==> config.mk <==
export PLATFORM = sky130hd
export DESIGN_NAME = data_sram_bridge_flat
export DESIGN_NICKNAME = d
export VERILOG_FILES = /design/src/rtl/data_sram_bridge_if.sv /design/src/rtl/data_sram_bridge.sv /design/src/flat_wrapper.sv
export SDC_FILE = /design/constraint.sdc
export NUM_CORES = 1
export LEC_CHECK = 0
export ABC_CLOCK_PERIOD_IN_PS = 2740
export BUFFER_PORTS_ARGS = -buffer_cell sky130_fd_sc_hd__clkbuf_2
export CAP_MARGIN = 20
export CORE_ASPECT_RATIO = 0.6
export CORE_MARGIN = 2
export CORE_UTILIZATION = 39
export DETAILED_ROUTE_END_ITERATION = 16
export PLACE_DENSITY = 0.67
export SLEW_MARGIN = 20
export SYNTH_ARGS = -nofsm -noshare
export SYNTH_HDL_FRONTEND = slang
export SYNTH_SLANG_ARGS = --single-unit
==> constraint.sdc <==
create_clock -name clk -period 2.74 [get_ports clk]
set_input_delay 0.274 -clock clk [delete_from_list [all_inputs] [get_ports clk]]
set_output_delay 0.274 -clock clk [all_outputs]
set_load 0.005 [all_outputs]
==> src/rtl/data_sram_bridge_if.sv <==
// Split address/data handshake bus between the data-SRAM bridge and a
// variable-latency data memory. The bridge is the master; the memory is
// the slave. The request fields are held stable while mem_req is high.
interface data_sram_bridge_if;
    logic        mem_req;
    logic        mem_wr;
    logic [1:0]  mem_size;
    logic [31:0] mem_addr;
    logic [3:0]  mem_wstrb;
    logic [31:0] mem_wdata;
    logic        mem_addr_ok;
    logic        mem_data_ok;
    logic [31:0] mem_rdata;

    modport master (
        output mem_req,
        output mem_wr,
        output mem_size,
        output mem_addr,
        output mem_wstrb,
        output mem_wdata,
        input  mem_addr_ok,
        input  mem_data_ok,
        input  mem_rdata
    );

    modport slave (
        input  mem_req,
        input  mem_wr,
        input  mem_size,
        input  mem_addr,
        input  mem_wstrb,
        input  mem_wdata,
        output mem_addr_ok,
        output mem_data_ok,
        output mem_rdata
    );
endinterface

==> src/rtl/data_sram_bridge.sv <==
// Data-SRAM bridge: turns the memory-stage single-cycle request of the CPU
// core into a split address/data handshake, stalls the pipeline until the
// access finishes and presents the result for exactly one cycle. A watchdog
// forces completion (with an error flag) of accesses whose data never arrive.
module data_sram_bridge #(
    parameter int unsigned TIMEOUT_CYCLES = 255,
    parameter int unsigned TCNT_W         = 8
) (
    input  logic                      clk,
    input  logic                      rst,
    input  logic                      cpu_en,
    input  logic [3:0]                cpu_wen,
    input  logic [31:0]               cpu_addr,
    input  logic [31:0]               cpu_wdata,
    output logic [31:0]               cpu_rdata,
    output logic                      cpu_done,
    output logic                      cpu_stall,
    output logic                      cpu_err,
    data_sram_bridge_if.master        mem
);

    typedef enum logic [1:0] {
        S_IDLE = 2'd0,
        S_REQ  = 2'd1,
        S_WAIT = 2'd2,
        S_DONE = 2'd3
    } state_t;

    localparam logic [TCNT_W-1:0] TIMEOUT_V = TCNT_W'(TIMEOUT_CYCLES);
    localparam bit                WDOG_ON   = (TIMEOUT_CYCLES != 0);

    state_t             state_reg;
    logic [31:0]        addr_reg;
    logic [31:0]        wdata_reg;
    logic [3:0]         wen_reg;
    logic [1:0]         size_reg;
    logic               req_reg;
    logic               done_reg;
    logic               err_reg;
    logic [31:0]        data_reg;
    logic [TCNT_W-1:0]  wdog_reg;
    // Set once the core has abandoned an access that the memory already
    // accepted; the result is then dropped even if cpu_en comes back.
    logic               flush_reg;

    logic               is_write;
    logic [TCNT_W-1:0]  wdog_inc;
    logic               timeout_hit;
    logic               live;

    // Transfer size implied by the byte strobes; reads are always full words.
    function automatic logic [1:0] size_of(input logic [3:0] wen);
        logic [1:0] sz;
        case (wen)
            4'b0001, 4'b0010, 4'b0100, 4'b1000: sz = 2'd0;
            4'b0011, 4'b1100:                   sz = 2'd1;
            default:                            sz = 2'd2;
        endcase
        return sz;
    endfunction

    assign is_write = |wen_reg;

    // Watchdog increments but sticks at all-ones so it can never wrap back
    // through the timeout value.
    assign wdog_inc    = (&wdog_reg) ? wdog_reg : wdog_reg + 1'b1;
    assign timeout_hit = WDOG_ON && (wdog_inc == TIMEOUT_V);

    // Control FSM with registered request/response outputs.
    always_ff @(posedge clk) begin
        if (rst) begin
            state_reg <= S_IDLE;
            addr_reg  <= '0;
            wdata_reg <= '0;
            wen_reg   <= '0;
            size_reg  <= '0;
            req_reg   <= 1'b0;
            done_reg  <= 1'b0;
            err_reg   <= 1'b0;
            data_reg  <= '0;
            wdog_reg  <= '0;
            flush_reg <= 1'b0;
        end else begin
            case (state_reg)
                S_IDLE: begin
                    done_reg <= 1'b0;
                    err_reg  <= 1'b0;
                    data_reg <= '0;
                    // Stale mem_data_ok here belongs to no request and is ignored.
                    if (cpu_en) begin
                        addr_reg  <= cpu_addr;
                        wdata_reg <= cpu_wdata;
                        wen_reg   <= cpu_wen;
                        size_reg  <= size_of(cpu_wen);
                        flush_reg <= 1'b0;
                        req_reg   <= 1'b1;
                        state_reg <= S_REQ;
                    end
                end

                S_REQ: begin
                    if (mem.mem_addr_ok) begin
                        req_reg <= 1'b0;
                        if (mem.mem_data_ok) begin
                            // Zero-wait memory: the whole access ends here.
                            if (cpu_en) begin
                                state_reg <= S_DONE;
                                done_reg  <= 1'b1;
                                err_reg   <= 1'b0;
                                data_reg  <= is_write ? '0 : mem.mem_rdata;
                            end else begin
                                state_reg <= S_IDLE;
                            end
                        end else begin
                            state_reg <= S_WAIT;
                            wdog_reg  <= '0;
                            flush_reg <= ~cpu_en;
                        end
                    end else if (!cpu_en) begin
                        // Flushed before the memory saw it: nothing to undo.
                        req_reg   <= 1'b0;
                        state_reg <= S_IDLE;
                    end
                end

                S_WAIT: begin
                    if (mem.mem_data_ok || timeout_hit) begin
                        if (cpu_en && !flush_reg) begin
                            state_reg <= S_DONE;
                            done_reg  <= 1'b1;
                            err_reg   <= ~mem.mem_data_ok;
                            data_reg  <= (mem.mem_data_ok && !is_write) ? mem.mem_rdata : '0;
                        end else begin
                            // Accepted access completes silently; result discarded.
                            state_reg <= S_IDLE;
                        end
                        flush_reg <= 1'b0;
                        wdog_reg  <= wdog_inc;
                    end else begin
                        wdog_reg  <= wdog_inc;
                        flush_reg <= flush_reg | ~cpu_en;
                    end
                end

                S_DONE: begin
                    // Result is shown for exactly one cycle.
                    done_reg  <= 1'b0;
                    err_reg   <= 1'b0;
                    data_reg  <= '0;
                    state_reg <= S_IDLE;
                end

                default: begin
                    state_reg <= S_IDLE;
                    req_reg   <= 1'b0;
                    done_reg  <= 1'b0;
                    err_reg   <= 1'b0;
                end
            endcase
        end
    end

    // Reset overrides every output, including the combinational stall.
    assign live = ~rst;

    assign cpu_stall = live & cpu_en & (state_reg != S_DONE);
    assign cpu_done  = live & done_reg;
    assign cpu_err   = live & err_reg;
    assign cpu_rdata = live ? data_reg : '0;

    assign mem.mem_req   = live & req_reg;
    assign mem.mem_wr    = live & is_write;
    assign mem.mem_size  = live ? size_reg  : 2'd0;
    assign mem.mem_addr  = live ? addr_reg  : '0;
    assign mem.mem_wstrb = live ? wen_reg   : 4'd0;
    assign mem.mem_wdata = live ? wdata_reg : '0;

endmodule

==> src/flat_wrapper.sv <==
// flat-port wrapper written by rule: the top's interface ports become plain ports
module data_sram_bridge_flat 
#(
    parameter int unsigned TIMEOUT_CYCLES = 255,
    parameter int unsigned TCNT_W         = 8
)
  (clk, rst, cpu_en, cpu_wen, cpu_addr, cpu_wdata, cpu_rdata, cpu_done, cpu_stall, cpu_err, mem_mem_req, mem_mem_wr, mem_mem_size, mem_mem_addr, mem_mem_wstrb, mem_mem_wdata, mem_mem_addr_ok, mem_mem_data_ok, mem_mem_rdata);
  data_sram_bridge_if mem_i ();
  input  logic clk;
  input  logic rst;
  input  logic cpu_en;
  input  logic [3:0] cpu_wen;
  input  logic [31:0] cpu_addr;
  input  logic [31:0] cpu_wdata;
  output logic [31:0] cpu_rdata;
  output logic cpu_done;
  output logic cpu_stall;
  output logic cpu_err;
  output wire logic [$bits(mem_i.mem_req)-1:0] mem_mem_req;
  output wire logic [$bits(mem_i.mem_wr)-1:0] mem_mem_wr;
  output wire logic [$bits(mem_i.mem_size)-1:0] mem_mem_size;
  output wire logic [$bits(mem_i.mem_addr)-1:0] mem_mem_addr;
  output wire logic [$bits(mem_i.mem_wstrb)-1:0] mem_mem_wstrb;
  output wire logic [$bits(mem_i.mem_wdata)-1:0] mem_mem_wdata;
  input wire logic [$bits(mem_i.mem_addr_ok)-1:0] mem_mem_addr_ok;
  input wire logic [$bits(mem_i.mem_data_ok)-1:0] mem_mem_data_ok;
  input wire logic [$bits(mem_i.mem_rdata)-1:0] mem_mem_rdata;
  assign mem_mem_req = mem_i.mem_req;
  assign mem_mem_wr = mem_i.mem_wr;
  assign mem_mem_size = mem_i.mem_size;
  assign mem_mem_addr = mem_i.mem_addr;
  assign mem_mem_wstrb = mem_i.mem_wstrb;
  assign mem_mem_wdata = mem_i.mem_wdata;
  assign mem_i.mem_addr_ok = mem_mem_addr_ok;
  assign mem_i.mem_data_ok = mem_mem_data_ok;
  assign mem_i.mem_rdata = mem_mem_rdata;
  data_sram_bridge #(.TIMEOUT_CYCLES(TIMEOUT_CYCLES), .TCNT_W(TCNT_W)) u_core (.clk(clk), .rst(rst), .cpu_en(cpu_en), .cpu_wen(cpu_wen), .cpu_addr(cpu_addr), .cpu_wdata(cpu_wdata), .cpu_rdata(cpu_rdata), .cpu_done(cpu_done), .cpu_stall(cpu_stall), .cpu_err(cpu_err), .mem(mem_i));
endmodule
==> qor.yml, run 1 <==
final_nets: 829
avgSynthCellArea_um2: 9.77
multiInputGateArea_um2: 2570
synth.ff_latch_count: 116
grt_max_degree: 73
hold_class: "in2reg"
rsz0062_at_grt: "no"
syn_inst: 527
io_pins: 212
layout_commonest_cell: "clkbuf_2"
clkTransAtPathRegs_ns: 0.06
htree_levels: 4
die-area_um2: 14200
synth_nets: 637
grt_antenna_before_repair: 0
cts_resized: 0
areaGrowthSynthToFinish_pct: 34.0
outcome: "completed"
syn_area_um2: 5150
cts_setup_buffers: 0
grt_pass1_wl_um: 22600
clk_latency_ns: 0.41
dp_hpwl_um: 9560
synth.top_cell.area_share_pct: 45.1
numCtsBuffers: 17
vias: 4684
yosys-top-cells-area: "dfxtp_1 45%, nor2b_1 13%, o22a_1 12%"
die_w_um: 152
slew_violations: 0
powerDensity_nw_per_um2: 698
grt_pass1_vias: 4623
end_kind: "flop"
worstSetupPathType: "reg2reg"
num_rows: 32
fillers: 1153
grtUsageTotal_pct: 19.6
io_buffer_count: 211
synth_warnings: 0
arrival_ns: 2.76
place.gp.congestion: 0.944
setup_viol: 0
synth-async-reset-ratio_pct: 0
timing.fmax_ghz: 0.405
drtPass1Iterations: 4
avgRoutedWirePerCell_um: 15.6
synth_top_area_cell: "dfxtp_1"
cts_hold_buf: 0
finClkSkew_ns: 0.0103
cts_tree: "yes"
place_area_um2: 6270
drc: 0
drv_cap: 0
required_ns: 3.03
die_h_um: 93
synth_edf_count: 0
first_iter_violations: 328
ys_seq_area_share_pct: 45.1
tns_ns: 0
core_um2: 12900
area.sequential_um2: 2320
num_antenna_cells: 0
mostFrequentLayoutCells: "210 x clkbuf_2, 116 x dfxtp_1, 106 x nor2b_1"
overflow: 0
ir_worst_vdd_v: 0.000371
hold_viol_final: 0
worstPathMaxFanout: 33
startpoint_type: "flop"
ys.flop_type: "dfxtp_1"
clockRootBuffer: "clkbuf_16"
total_power_mw: 4.82
cts_sinks: 116
fin_crit_sh_pct: 90.2
leakagePower_nw: 3.42
finalCriticalPeriod_ns: 2.47
design_area_um2: 6900
maxSlewHeadroom_pct: 47.5
tightest_slew_ns: 0.788
initial_core_util_pct: 40.1
totalWireLength_um: 14000
clockBufferDepth: 2
postRouteAntennaNets: 0
drive_gt1_share_pct: 36.2
via_per_inst: 5.20
post_synth_num_cell_types: 50
[metrics by stage]
step                setup WS, ns  hold slack (ns)  cells  util, %
finish                     0.268           0.0931    900     53.7
global route               0.118           0.0801    900     53.7
floorplan                  0.508            0.415    527        -
global placement           0.381            0.459    869     48.8
detailed placement         0.281            0.477    869     48.8
CTS                        0.289           0.0767    899     53.5
[metal layers]
layer / track usage, % / vias to the layer above / share of wire [%]
li1: - / 2283 / -
met1: 25.4 / 2208 / 47
met2: 30.6 / 167 / 44
met3: 6.35 / 26 / 7.2
met4: 7.94 / 0 / 1.6
met5: 0 / - / 0
[synth_stat cells, drive strengths merged, types with 2 or more instances]
| cell | count |
|---|---|
| nand3 | 7 |
| ha | 5 |
| clkbuf | 35 |
| dfxtp | 116 |
| a21bo | 32 |
| a32oi | 3 |
| nand2b | 4 |
| o211ai | 3 |
| nand3b | 4 |
| a21oi | 23 |
| and4 | 2 |
| nand2 | 12 |
| nand4 | 34 |
| o21a | 2 |
| a211oi | 2 |
| o21ai | 6 |
| and2 | 2 |
| nor3 | 7 |
| o311ai | 2 |
| inv | 5 |
| o22a | 68 |
| nor2 | 17 |
| buf | 14 |
| nor2b | 106 |
[kinds of logic (layout without fill, tap and decap cells)]
logic type	after synthesis	in the layout	share of synthesized area [%]
compound gates	149	149	24.9
xor+xnor	1	1	0.170
fa+ha+maj	5	5	1.22
buf+inv	55	258	5.35
flops	116	116	45.1
mux	2	2	0.413
simple gates	199	199	22.9
[cell type report]
cell class                 instances  share of cell area (%)
clock buffer                      20                    6.47
timing repair buffer             222                    17.0
tap                              170                    3.08
inverter                           6                   0.326
clock inverter                    10                    2.28
sequential                       116                    33.6
multi-input combinational        356                    37.2
[power breakdown]
group	total [mW]	leakage [nW]	switching, mW	internal, mW
sequential	1.88	0.954	0.0352	1.84
combinational	0.660	2.16	0.347	0.313
clock	2.28	0.299	0.750	1.53
total	4.82	3.42	1.13	3.68
[worst paths after layout]
| check | startpoint | to | slack (ns) | cells past startpoint |
|---|---|---|---|---|
| worst min register to register | u_core.size_reg[1] | u_core.size_reg[1] | 0.49 | 2 |
| worst max-delay path | u_core.wdog_reg[0] | u_core.done_reg | 0.27 | 7 |
| worst min-delay path | cpu_addr[16] | u_core.addr_reg[16] | 0.09 | 2 |
| worst max register to register | u_core.wdog_reg[0] | u_core.done_reg | 0.27 | 7 |
[critical path, cell delays in order (launching register included)]
cell	delay [ns]
dfxtp_1	0.37
ha_1	0.40
clkinv_1	0.11
o32ai_2	0.28
a32oi_2	0.11
o311ai_4	0.42
nand2_4	0.28
mux2_1	0.38
Power figures use the tool's default switching activity.
==> run 2: changes to the inputs <==
- BUFFER_PORTS_ARGS: -buffer_cell sky130_fd_sc_hd__clkbuf_2 -> -buffer_cell sky130_fd_sc_hd__buf_4
==> run 2 against run 1 <==
  * Clock skew up 0.0016 ns
  * Highest routed layer unchanged
  * Clock-buffer cell count decreased by 1
  * Largest cell class unchanged
  * Critical path type unchanged
  * Via count down 0.53%
  * Critical endpoint unchanged
==> qor.yml, run 2 (synthesis gave the netlist of run 1 again) <==
drc: 0  # unchanged
areaGrowthSynthToFinish_pct: 42.9  # was 34.0%
clockBufferDepth: 2  # unchanged
num_antenna_cells: 0  # unchanged
die_w_um: 152  # unchanged
final_nets: 827  # was 829
path_delay_family: "compound AO/OA/AOI/OAI gates"  # unchanged
core_um2: 12900  # unchanged
numCtsBuffers: 17  # unchanged
clockRootBuffer: "clkbuf_16"  # unchanged
ff2ff_path_depth: 7  # unchanged
via_per_inst: 5.18  # was 5.20
grt_pass1_wl_um: 23500  # was 22600 µm
fin_crit_sh_pct: 91.8  # was 90.2%
avgRoutedWirePerCell_um: 15.9  # was 15.6 µm
worstPathMaxFanout: 33  # unchanged
holdWs_ns: 0.0904  # was 0.0931 ns
first_iter_violations: 307  # was 328
p_comb_share_pct: 15.5  # was 13.7%
end_kind: "flop"  # unchanged
mostFrequentLayoutCells: "220 x buf_4, 116 x dfxtp_1, 106 x nor2b_1"  # was 210 x clkbuf_2, 116 x dfxtp_1, 106 x nor2b_1
fin_ws_ns: 0.225  # was 0.268 ns
startpoint_type: "flop"  # unchanged
layout_commonest_cell: "buf_4"  # was clkbuf_2
cts_resized: 0  # unchanged
grtUsageTotal_pct: 20.2  # was 19.6%
tightest_slew_ns: 0.811  # was 0.788 ns
cts_setup_buffers: 0  # unchanged
dpl_worst_slack_ns: 0.225  # was 0.281 ns
intPower_mw: 3.58  # was 3.68 mW
grt_pass1_vias: 4709  # was 4623
clkPwrFrac_pct: 45.3  # was 47.4%
crit_cells: 7  # unchanged
overflow: 0  # unchanged
rsz0062_at_grt: "no"  # unchanged
finClkSkew_ns: 0.0119  # was 0.0103 ns
timing.rr.start: "u_core.wdog_reg[0]"  # unchanged
die_h_um: 93  # unchanged
slew_violations: 0  # unchanged
path_buf_inv: 1  # unchanged
hold_class: "in2reg"  # unchanged
htree_levels: 4  # unchanged
p_switching_mw: 1.19  # was 1.13 mW
initial_core_util_pct: 40.1  # unchanged
vias: 4659  # was 4684
timing.fmax_ghz: 0.398  # was 0.405 GHz
grt_max_degree: 73  # unchanged
outcome: "completed"  # unchanged
hold_viol_final: 0  # unchanged
cts_tree: "yes"  # unchanged
grt_antenna_before_repair: 0  # unchanged
reg2reg_slack_ns: 0.23  # was 0.27 ns
arrival_ns: 2.80  # was 2.76 ns
power_switching_share_pct: 24.9  # was 23.5%
die-area_um2: 14200  # unchanged
dp_hpwl_um: 9840  # was 9560 µm
r2r-end: "u_core.done_reg"  # unchanged
maxSlewHeadroom_pct: 45.8  # was 47.5%
setup.worst_path.end: "u_core.done_reg"  # unchanged
ir_worst_vdd_v: 0.000429  # was 0.000371 V
dp.cells: 868  # was 869
place.gp.congestion: 0.846  # was 0.944
clkTransAtPathRegs_ns: 0.06  # about the same
drv_cap: 0  # unchanged
seq_power_share_pct: 39.2  # was 38.9%
required_ns: 3.02  # was 3.03 ns
cts_hold_buf: 0  # unchanged
clk_latency_ns: 0.41  # about the same
io_pins: 212  # unchanged
fillers: 1103  # was 1153
setup_viol: 0  # unchanged
powerDensity_nw_per_um2: 648  # was 698 nW/µm²
io_buffer_count: 211  # unchanged
tns_ns: 0  # unchanged
num_rows: 32  # unchanged
totalWireLength_um: 14300  # was 14000 µm
drtPass1Iterations: 6  # was 4
slowest_delay_ns: 0.46  # was 0.42 ns
crit_path_cell_trace: "ha_1, clkinv_1, o32ai_2, a32oi_2, o311ai_4, nand2_4, mux2_1"  # unchanged
drive_gt1_share_pct: 36.2  # unchanged
cts_sinks: 116  # unchanged
critPathLaunch: "u_core.wdog_reg[0]"  # unchanged
stdcell_count: 900  # unchanged
cp_slowest_cell: "o311ai_4"  # unchanged
postRouteAntennaNets: 0  # unchanged
leakagePower_nw: 3.52  # was 3.42 nW
worstSetupPathType: "reg2reg"  # unchanged
finalCriticalPeriod_ns: 2.51  # was 2.47 ns
run 2: changes by cell type in the layout (fill, tap and decap cells not counted):
cell        before  now
inv_6            0    4
clkbuf_2       210    0
clkinv_4         2    3
bufinv_16        4    2
clkbuf_8         1    0
buf_4           10  220
clkinv_2         4    0
buf_16           1    0
clkinvlp_4       0    4
buf_12           1    0
run 2: area by class of cell:
| class | count | area, µm² | area share [%] |
|---|---|---|---|
| Sequential cell | 116 | 2320 | 31.6 |
| Timing Repair Buffer | 220 | 1650 | 22.4 |
| Tap cell | 170 | 213 | 2.89 |
| Clock buffer | 19 | 433 | 5.88 |
| Clock inverter | 13 | 151 | 2.06 |
| Multi-Input combinational cell | 356 | 2570 | 34.9 |
| Inverter | 6 | 22.5 | 0.306 |
run 2: worst min-delay path by stage:
stage                            start             endpoint  slack (ns)  depth (start not counted)
floorplan                  cpu_addr[0]   u_core.addr_reg[0]        0.42                          1
global placement    u_core.size_reg[1]   u_core.size_reg[1]        0.46                          2
detailed placement  u_core.size_reg[0]   u_core.size_reg[0]        0.48                          2
CTS                       cpu_addr[14]  u_core.addr_reg[14]        0.08                          2
global route              cpu_wdata[8]  u_core.wdata_reg[8]        0.08                          2
finish                    cpu_addr[14]  u_core.addr_reg[14]        0.09                          2
run 2: power groups by stage:
stage / sequential (mW) / clock, mW / combinational, mW
6_report: 1.87 / 2.16 / 0.738
5_1_grt: 1.89 / 2.29 / 0.809
4_1_cts: 1.87 / 2.22 / 0.745
3_5_place_dp: 1.91 / 0 / 0.739
3_3_place_gp: 1.90 / 0 / 0.723
2_1_floorplan: 1.90 / 0 / 0.412
run 2: per-layer routing:
metal	GRT usage [%]	vias to the layer above	wire, µm
li1	-	2280	-
met1	26.4	2188	6590
met2	31.4	183	6480
met3	7.74	8	1150
met4	5.06	0	93
met5	0	-	0
run 2: per-stage QoR:
step / instance area [µm²] / total power [mW] / utilization [%]
global route: 7360 / 4.98 / 57.3
global placement: 6780 / 2.63 / 52.7
detailed placement: 6780 / 2.65 / 52.7
finish: 7360 / 4.77 / 57.3
floorplan: 5150 / 2.31 / -
CTS: 7360 / 4.83 / 57.3
==> run 3: changes to the inputs <==
- ABC_AREA: not set -> 1
==> run 3 against run 2 <==
  * Critical path type unchanged
  * Wire length shrank 0.54%
  * Cell count up 26%
  * Critical endpoint is now u_core.data_reg[0]
  * Highest routed layer unchanged
  * Worst setup slack better by 0.33 ns
  * Largest power group unchanged
  * Total power is 29% higher
==> qor.yml, run 3 <==
cts_resized: 0  # unchanged
ys.flop_type: "dfxtp_1"  # unchanged
clockBufferDepth: 2  # unchanged
totalWireLength_um: 14200  # was 14300 µm
timing.rr.start: "u_core.wdog_reg[0]"  # unchanged
post_synth_num_cell_types: 31  # was 50
fin_ws_ns: 0.554  # was 0.225 ns
grt_max_degree: 72  # was 73
place_area_um2: 7010  # was 6780 µm²
avgRoutedWirePerCell_um: 12.5  # was 15.9 µm
num_antenna_cells: 0  # unchanged
crit_path_cell_trace: "ha_1, nand2_2, nor2_2, nand4_1, nand2_1, nand3_1, nor2_1, nand2_2, nand2_4, nand2_2, buf_12, nand2_1, o21ai_2"  # was ha_1, clkinv_1, o32ai_2, a32oi_2, o311ai_4, nand2_4, mux2_1
synth.top_cell.area_share_pct: 43.9  # was 45.1%
arrival_ns: 2.47  # was 2.80 ns
finalCriticalPeriod_ns: 2.19  # was 2.51 ns
maxSlewHeadroom_pct: 57.1  # was 45.8%
syn_area_um2: 5280  # was 5150 µm²
yosys-top-cells-area: "dfxtp_1 44%, inv_1 9.1%, nor2_1 8.3%"  # was dfxtp_1 45%, nor2b_1 13%, o22a_1 12%
cp_slowest_cell: "dfxtp_1"  # was o311ai_4
ir_worst_vdd_v: 0.000453  # was 0.000429 V
io_pins: 212  # unchanged
io_buffer_count: 211  # unchanged
layout_commonest_cell: "buf_4"  # unchanged
setup_viol: 0  # unchanged
cts_sinks: 116  # unchanged
die_w_um: 154  # was 152 µm
numCtsBuffers: 17  # unchanged
ff2ff_path_depth: 13  # was 7
postRouteAntennaNets: 0  # unchanged
total_power_mw: 6.14  # was 4.77 mW
mostFrequentLayoutCells: "215 x buf_4, 128 x inv_1, 116 x nor2_1, 116 x dfxtp_1, 100 x nand2_1"  # was 220 x buf_4, 116 x dfxtp_1, 106 x nor2b_1
reg2reg_slack_ns: 0.55  # was 0.23 ns
grt_pass1_wl_um: 22900  # was 23500 µm
synth.most_common_cell: "inv_1"  # was dfxtp_1
first_iter_violations: 255  # was 307
clk_latency_ns: 0.41  # about the same
overflow: 0  # unchanged
leakagePower_nw: 3.45  # was 3.52 nW
fin_crit_sh_pct: 79.8  # was 91.8%
syn_inst: 759  # was 527
synth_nets: 869  # was 637
cp_common_cell: "nand2_2"
hold_viol_final: 0  # unchanged
dp.cells: 1103  # was 868
grtUsageTotal_pct: 19.6  # was 20.2%
finClkSkew_ns: 0.0137  # was 0.0119 ns
drc: 0  # unchanged
drv_cap: 0  # unchanged
areaGrowthSynthToFinish_pct: 43.9  # was 42.9%
tightest_slew_ns: 0.639  # was 0.811 ns
final_nets: 1062  # was 827
rsz0062_at_grt: "no"  # unchanged
avgSynthCellArea_um2: 6.96  # was 9.77 µm²
cts_hold_buf: 0  # unchanged
design_area_um2: 7600  # was 7360 µm²
cts_tree: "yes"  # unchanged
startpoint_type: "flop"  # unchanged
required_ns: 3.03  # was 3.02 ns
worstPathMaxFanout: 29  # was 33
tns_ns: 0  # unchanged
core_um2: 13100  # was 12900 µm²
ys_seq_area_share_pct: 43.9  # was 45.1%
synth.ff_latch_count: 116  # unchanged
slowest_delay_ns: 0.40  # was 0.46 ns
cts_setup_buffers: 0  # unchanged
hold_class: "in2reg"  # unchanged
stdcell_count: 1135  # was 900
critPathLaunch: "u_core.wdog_reg[0]"  # unchanged
grt_pass1_vias: 4692  # was 4709
via_per_inst: 4.52  # was 5.18
num_rows: 32  # unchanged
die_h_um: 94.2  # was 93 µm
synth_top_area_cell: "dfxtp_1"  # unchanged
powerDensity_nw_per_um2: 808  # was 648 nW/µm²
synth-async-reset-ratio_pct: 0  # unchanged
clockRootBuffer: "clkbuf_16"  # unchanged
drtPass1Iterations: 4  # was 6
outcome: "completed"  # unchanged
dpl_worst_slack_ns: 0.586  # was 0.225 ns
worstSetupPathType: "reg2reg"  # unchanged
timing.fmax_ghz: 0.458  # was 0.398 GHz
initial_core_util_pct: 40.5  # was 40.1%
drive_gt1_share_pct: 31.4  # was 36.2%
grt_antenna_before_repair: 0  # unchanged
die-area_um2: 14500  # was 14200 µm²
setup.worst_path.end: "u_core.data_reg[0]"  # was u_core.done_reg
slew_violations: 0  # unchanged
clkTransAtPathRegs_ns: 0.06  # about the same
htree_levels: 4  # unchanged
end_kind: "flop"  # unchanged
synth_common_cells: "128 x inv_1, 117 x nor2_1, 116 x dfxtp_1"  # was 116 x dfxtp_1, 106 x nor2b_1, 68 x o22a_1
synth_warnings: 0  # unchanged
r2r-end: "u_core.data_reg[0]"  # was u_core.done_reg
vias: 5130  # was 4659
dp_hpwl_um: 9920  # was 9840 µm
synth_edf_count: 0  # unchanged
place.gp.congestion: 0.866  # was 0.846
==> run 3: cell types whose count changed after synthesis, moves of 33 or more <==
cell	previous run	this run
o22a_1	68	0
inv_1	4	128
nand4_1	34	1
nand2_1	11	101
a21oi_1	22	83
nor2_1	17	117
o21ai_0	4	75
nor2b_1	106	0
==> run 3: power by group <==
group          switching, mW  total, mW  leakage, nW  internal [mW]
clock network          0.796       2.22        0.275           1.43
logic                   1.10       1.82         2.22          0.720
registers             0.0928       2.10        0.952           2.01
total                   1.99       6.14         3.45           4.15
==> run 3: through the flow <==
step | utilization [%] | hold WS [ns]
2_1_floorplan | - | 0.427
6_report | 58.2 | 0.140
5_1_grt | 58.2 | 0.136
3_5_place_dp | 53.7 | 0.444
4_1_cts | 58.2 | 0.118
3_3_place_gp | 53.7 | 0.442
==> run 3: layout make-up <==
class,instances,area (µm²)
Clock buffer,19,433
Clock inverter,13,160
Fill cell,1230,5450
Inverter,130,488
Multi-Input combinational cell,467,2270
Sequential cell,116,2320
Tap cell,170,213
Timing Repair Buffer,220,1710
==> run 3: kinds of logic (layout without fill, tap and decap cells) <==
family	count (synthesis)	count (layout)	synth area share, %
AOI/OAI and AO/OA	198	198	20.6
xor gates and xnor gates	2	2	0.332
adders and majority gates	5	5	1.18
buffers and inverters	176	382	13.3
DFF	116	116	43.9
and+or+nand+nor	262	262	20.6
==> run 3: worst min path at each step <==
| stage | from | end | slack, ns | cells after the start |
|---|---|---|---|---|
| global placement | u_core.wdata_reg[5] | u_core.wdata_reg[5] | 0.44 | 2 |
| global route | mem_mem_rdata[27] | u_core.data_reg[27] | 0.14 | 3 |
| detailed placement | u_core.addr_reg[16] | u_core.addr_reg[16] | 0.44 | 2 |
| CTS | mem_mem_rdata[3] | u_core.data_reg[3] | 0.12 | 3 |
| finish | mem_mem_rdata[3] | u_core.data_reg[3] | 0.14 | 3 |
| floorplan | mem_mem_rdata[10] | u_core.data_reg[10] | 0.43 | 2 |
==> run 3: per-layer routing <==
metal,GRT usage (%),wire length [µm]
met1,27.2,7070
met3,6.46,1120
met2,28.7,5930
met5,0,0
met4,6.25,113
==> run 3: worst max-delay path: cells and delay by family (launching register included) <==
kind,cells,cell delay (ns)
compound gates,1,0.05
flops,1,0.40
simple gates,10,1.13
fa+ha+maj,1,0.21
buf+inv,1,0.28
